[src/rtl/pwm_generator.sv]
// PWM generator: edge-detects the divider output into ticks, counts ticks over a fixed period
// and drives a registered PWM output from a duty value that is updated only at period boundaries.
module pwm_generator #(
   parameter int WIDTH  = 8,
   parameter int PERIOD = 10
) (
   input  logic             Clock_i,
   input  logic             reset_i,
   input  logic             clk_div_i,
   input  logic             enable_i,
   input  logic [WIDTH-1:0] duty_i,
   input  logic             duty_valid_i,
   output logic             duty_ready_o,
   output logic             pwm_o,
   output logic             period_end_o,
   output logic             running_o
);

   localparam logic [WIDTH-1:0] PERIOD_W = WIDTH'(PERIOD);
   localparam logic [WIDTH-1:0] LAST_CNT = WIDTH'(PERIOD - 1);

   typedef enum logic {IDLE, RUN} state_t;

   state_t           state_reg, state_next;
   logic [WIDTH-1:0] cnt_reg, cnt_next;
   logic [WIDTH-1:0] duty_active_reg, duty_active_next;
   logic [WIDTH-1:0] shadow_reg, shadow_next;
   logic             pending_reg, pending_next;
   logic             clk_div_q_reg;
   logic             pwm_reg, pwm_next;
   logic             period_end_reg;
   logic             running_reg;

   logic             tick;
   logic             wrap;
   logic             accept;
   logic [WIDTH-1:0] duty_clamped;

   assign tick         = clk_div_i & ~clk_div_q_reg;
   assign wrap         = (state_reg == RUN) && tick && (cnt_reg == LAST_CNT);
   assign accept       = duty_valid_i && !pending_reg;
   assign duty_clamped = (duty_i > PERIOD_W) ? PERIOD_W : duty_i;

   assign duty_ready_o = ~pending_reg;
   assign pwm_o        = pwm_reg;
   assign period_end_o = period_end_reg;
   assign running_o    = running_reg;

   always_comb begin
      state_next       = state_reg;
      cnt_next         = cnt_reg;
      duty_active_next = duty_active_reg;
      shadow_next      = shadow_reg;
      pending_next     = pending_reg;
      pwm_next         = (state_reg == RUN) && (cnt_reg < duty_active_reg);

      case (state_reg)
         IDLE: begin
            cnt_next = '0;
            if (tick && enable_i) begin
               state_next = RUN;
            end
            // Nothing is being generated, so a new duty can take effect immediately.
            if (accept) begin
               duty_active_next = duty_clamped;
            end
         end
         RUN: begin
            if (wrap) begin
               cnt_next = '0;
               if (!enable_i) begin
                  state_next = IDLE;
               end
               // Ready is low whenever pending is set, so reload and accept are exclusive.
               if (pending_reg) begin
                  duty_active_next = shadow_reg;
                  pending_next     = 1'b0;
               end else if (accept) begin
                  duty_active_next = duty_clamped;
               end
            end else begin
               if (tick) begin
                  cnt_next = cnt_reg + WIDTH'(1);
               end
               if (accept) begin
                  shadow_next  = duty_clamped;
                  pending_next = 1'b1;
               end
            end
         end
      endcase
   end

   always_ff @(posedge Clock_i) begin
      if (reset_i) begin
         state_reg       <= IDLE;
         cnt_reg         <= '0;
         duty_active_reg <= '0;
         shadow_reg      <= '0;
         pending_reg     <= 1'b0;
         clk_div_q_reg   <= 1'b0;
         pwm_reg         <= 1'b0;
         period_end_reg  <= 1'b0;
         running_reg     <= 1'b0;
      end else begin
         state_reg       <= state_next;
         cnt_reg         <= cnt_next;
         duty_active_reg <= duty_active_next;
         shadow_reg      <= shadow_next;
         pending_reg     <= pending_next;
         clk_div_q_reg   <= clk_div_i;
         pwm_reg         <= pwm_next;
         period_end_reg  <= wrap;
         running_reg     <= (state_next == RUN);
      end
   end

endmodule

[config.mk]
export PLATFORM = sky130hd
export DESIGN_NAME = pwm_generator
export DESIGN_NICKNAME = d
export VERILOG_FILES = /design/src/rtl/pwm_generator.sv
export SDC_FILE = /design/constraint.sdc
export NUM_CORES = 1
export LEC_CHECK = 0
export BUFFER_PORTS_ARGS = -buffer_cell sky130_fd_sc_hd__buf_2
export CORE_MARGIN = 8
export CORE_UTILIZATION = 40
export DETAILED_ROUTE_END_ITERATION = 10
export PLACE_DENSITY_LB_ADDON = 0.12
export SLEW_MARGIN = 20
export SYNTH_ARGS = -nofsm -noshare
export SYNTH_HDL_FRONTEND = slang
export SYNTH_SLANG_ARGS = --single-unit
[constraint.sdc]
create_clock -name Clock_i -period 4.6 [get_ports Clock_i]
set_clock_uncertainty 0.15 [all_clocks]
set_input_delay 0 -clock Clock_i [delete_from_list [all_inputs] [get_ports Clock_i]]
set_output_delay 0 -clock Clock_i [all_outputs]
set_load 0.005 [all_outputs]
==> results.txt <==
largest net degree at the start of global routing: 18
syn avg cell area: 8.88 µm²
reg2reg setup slack: 2.19 ns
synth warn: 0
Synth Flop Type: dfxtp_1
share of cells above drive strength 1: 17.7%
Port Buf Inserts: 16
endpoints failing setup: 0
FF-to-FF path depth: 6
clock latency on the worst-skew pair: 0.33 ns
post-cts gate resize count: 0
status: finished, final reports clean
Synth top area share: 39.6%
first-pass GRT wire length: 5.70 mm
Worst Hold Slack: 0.0445 ns
Leak: 0.000701 µW
Most Crowded Layer GR: met2
Placed Cells incl. Taps: 224
RSZ-0062 raised after global routing: no
M3 GR Usage: 4.48%
Nets: 219
CTS Sinks: 29
Longest Clk Path Bufs: 2
All-Layer GR Usage: 11.9%
Syn Std Cell Area: 1470 µm²
CP Class: reg2reg
Die Y: 76.5 µm
Final TNS setup: 0 ns
number of synthesized flops with an enable pin: 0
worst path required time: 4.67 ns
PD cells: 291 nW/µm²
r2r startpoint: cnt_reg[0]
Critical Path End Type: register
routed wire length per instance: 13.3 µm
CTS Buf Count: 5
worst flop-to-flop path endpoint: shadow_reg[0]
clock root cell: clkbuf_4
Post-synth top cells: 29 x dfxtp_1, 20 x nand2_1, 14 x inv_1, 14 x nor2_1, 9 x ha_1
MaxCap Viol Count: 0
I/O pin cnt: 17
Worst-Margin Slew: 0.728 ns
GRT overflow: 0
first-pass iteration count of the detailed router: 4
Util after Layout: 50.5%
GPL Wtd Cong: 0.827
Final Slew Violations: 0
vias in the first global route: 1234
H-tree depth: 2
GR Util met2: 19.3%
Async SR Flop Fraction: 0%
Routed Antenna Nets: 0
initial antenna violation count: 0
critical path arrival: 2.48 ns
Rows: 22
routed wire length: 3.28 mm
Synth area leader: dfxtp_1
Worst VDD drop: 0.175 mV
cell count after synthesis: 165
DP HPWL: 2.43 mm
die width: 76.5 µm
initial core utilization: 40.9%
Max Clk Rate: 415 MHz
Area contributors post-synth: dfxtp_1 40%, ha_1 7.7%, nand2_1 5.1%
Hold WC Path Type: in2reg
synth-to-layout area growth: 23.4%
CTS Hold Bufs: 14
CP max FO: 9
Die Area: 5860 µm²
Min-Delay Endpoint: shadow_reg[3]
min-delay src: duty_i[4]
sequential share of the synthesized area: 39.6%
Distinct cells, synth: 47
final-report hold violation count: 0
DRC Markers: 0
Via density: 5.17
TritonCTS clock tree: yes
core area: 3580 µm²
Post-CTS Setup Inserts: 0
GR Util met1: 13.5%
relative max-transition margin: 51.4%
Vias: 1272
Synth Register Bits: 29
top-count cell post-synth: dfxtp_1
post-route insts no fill: 246
Hold Path Depth: 4
initial DRC count: 54
Antenna Cells: 0
startpoint type of the worst setup path: register
Tmin final: 2.41 ns
Synthesized Nets: 187
clock-pin slew on the worst setup and hold paths: 0.10 ns
Tcrit/Tclk final: 52.4%
[power by group]
| group | internal, µW | switching, µW |
|---|---|---|
| clock | 115 | 94.7 |
| combinational | 25.5 | 28.2 |
| sequential | 258 | 4.42 |
| total | 398 | 127 |
[metrics by stage]
stage          instance area [µm²]  total power, µW  worst slack (ns)
4_1_cts                       1810              536              2.18
2_1_floorplan                 1470              299              2.83
5_1_grt                       1810              554              2.01
3_5_place_dp                  1580              314              2.65
6_report                      1810              525              2.19
3_3_place_gp                  1580              313              2.72
[routing by layer]
| layer | up-vias | wire length (µm) |
|---|---|---|
| li1 | 656 | - |
| met2 | 27 | 1550 |
| met4 | 0 | 71 |
| met5 | - | 0 |
| met3 | 8 | 143 |
| met1 | 581 | 1520 |
[area by class of cell]
type                            instances  area, µm²
Tap cell                               48       60.1
Inverter                               14       52.6
Clock buffer                            5       37.5
Clock inverter                          3       46.3
Sequential cell                        29        581
Timing Repair Buffer                   30        220
Multi-Input combinational cell        117        811
Fill cell                             354       1770
[worst max path at each step]
stage,start,endpoint,slack [ns]
2_1_floorplan,cnt_reg[0],duty_active_reg[0],2.83
3_3_place_gp,cnt_reg[0],duty_active_reg[0],2.72
3_5_place_dp,cnt_reg[0],duty_active_reg[7],2.65
4_1_cts,cnt_reg[0],shadow_reg[0],2.18
5_1_grt,cnt_reg[0],shadow_reg[0],2.01
6_report,cnt_reg[0],shadow_reg[0],2.19
[worst max-delay path, stage by stage, from the launching register on]
cell and delay [ns]:
dfxtp_1 0.48, ha_1 0.19, nor4b_4 0.35, a31oi_2 0.30
mux2i_1 0.23, nor2_1 0.05, dlygate4sd3_1 0.55
[layout by cell type, fill, tap and decap left out, types with 2 or more instances in the layout]
master,n
a21oi_1,8
a22oi_1,2
or3_1,2
and2_1,2
o22ai_1,4
inv_1,14
buf_2,16
dfxtp_1,29
o32ai_1,4
nor2_1,14
a211oi_1,3
o22a_1,2
nand2_1,20
nor2b_1,4
o21ai_0,4
dlygate4sd3_1,14
nor3_1,2
clkbuf_4,5
a31oi_1,3
nand2b_1,2
nand3b_1,2
nand3_1,4
mux2i_1,3
ha_1,9
[kinds of logic (layout without fill, tap and decap cells)]
logic type	after synthesis	in the layout	synth area share [%]
buffers and inverters	19	52	5.04
AOI/OAI and AO/OA	41	41	21.0
muxes	3	3	2.05
xor gates and xnor gates	1	1	0.598
adders and majority gates	9	9	7.69
DFF	29	29	39.6
and+or+nand+nor	63	63	24.0
No activity file was read; power rests on OpenSTA's default activity.
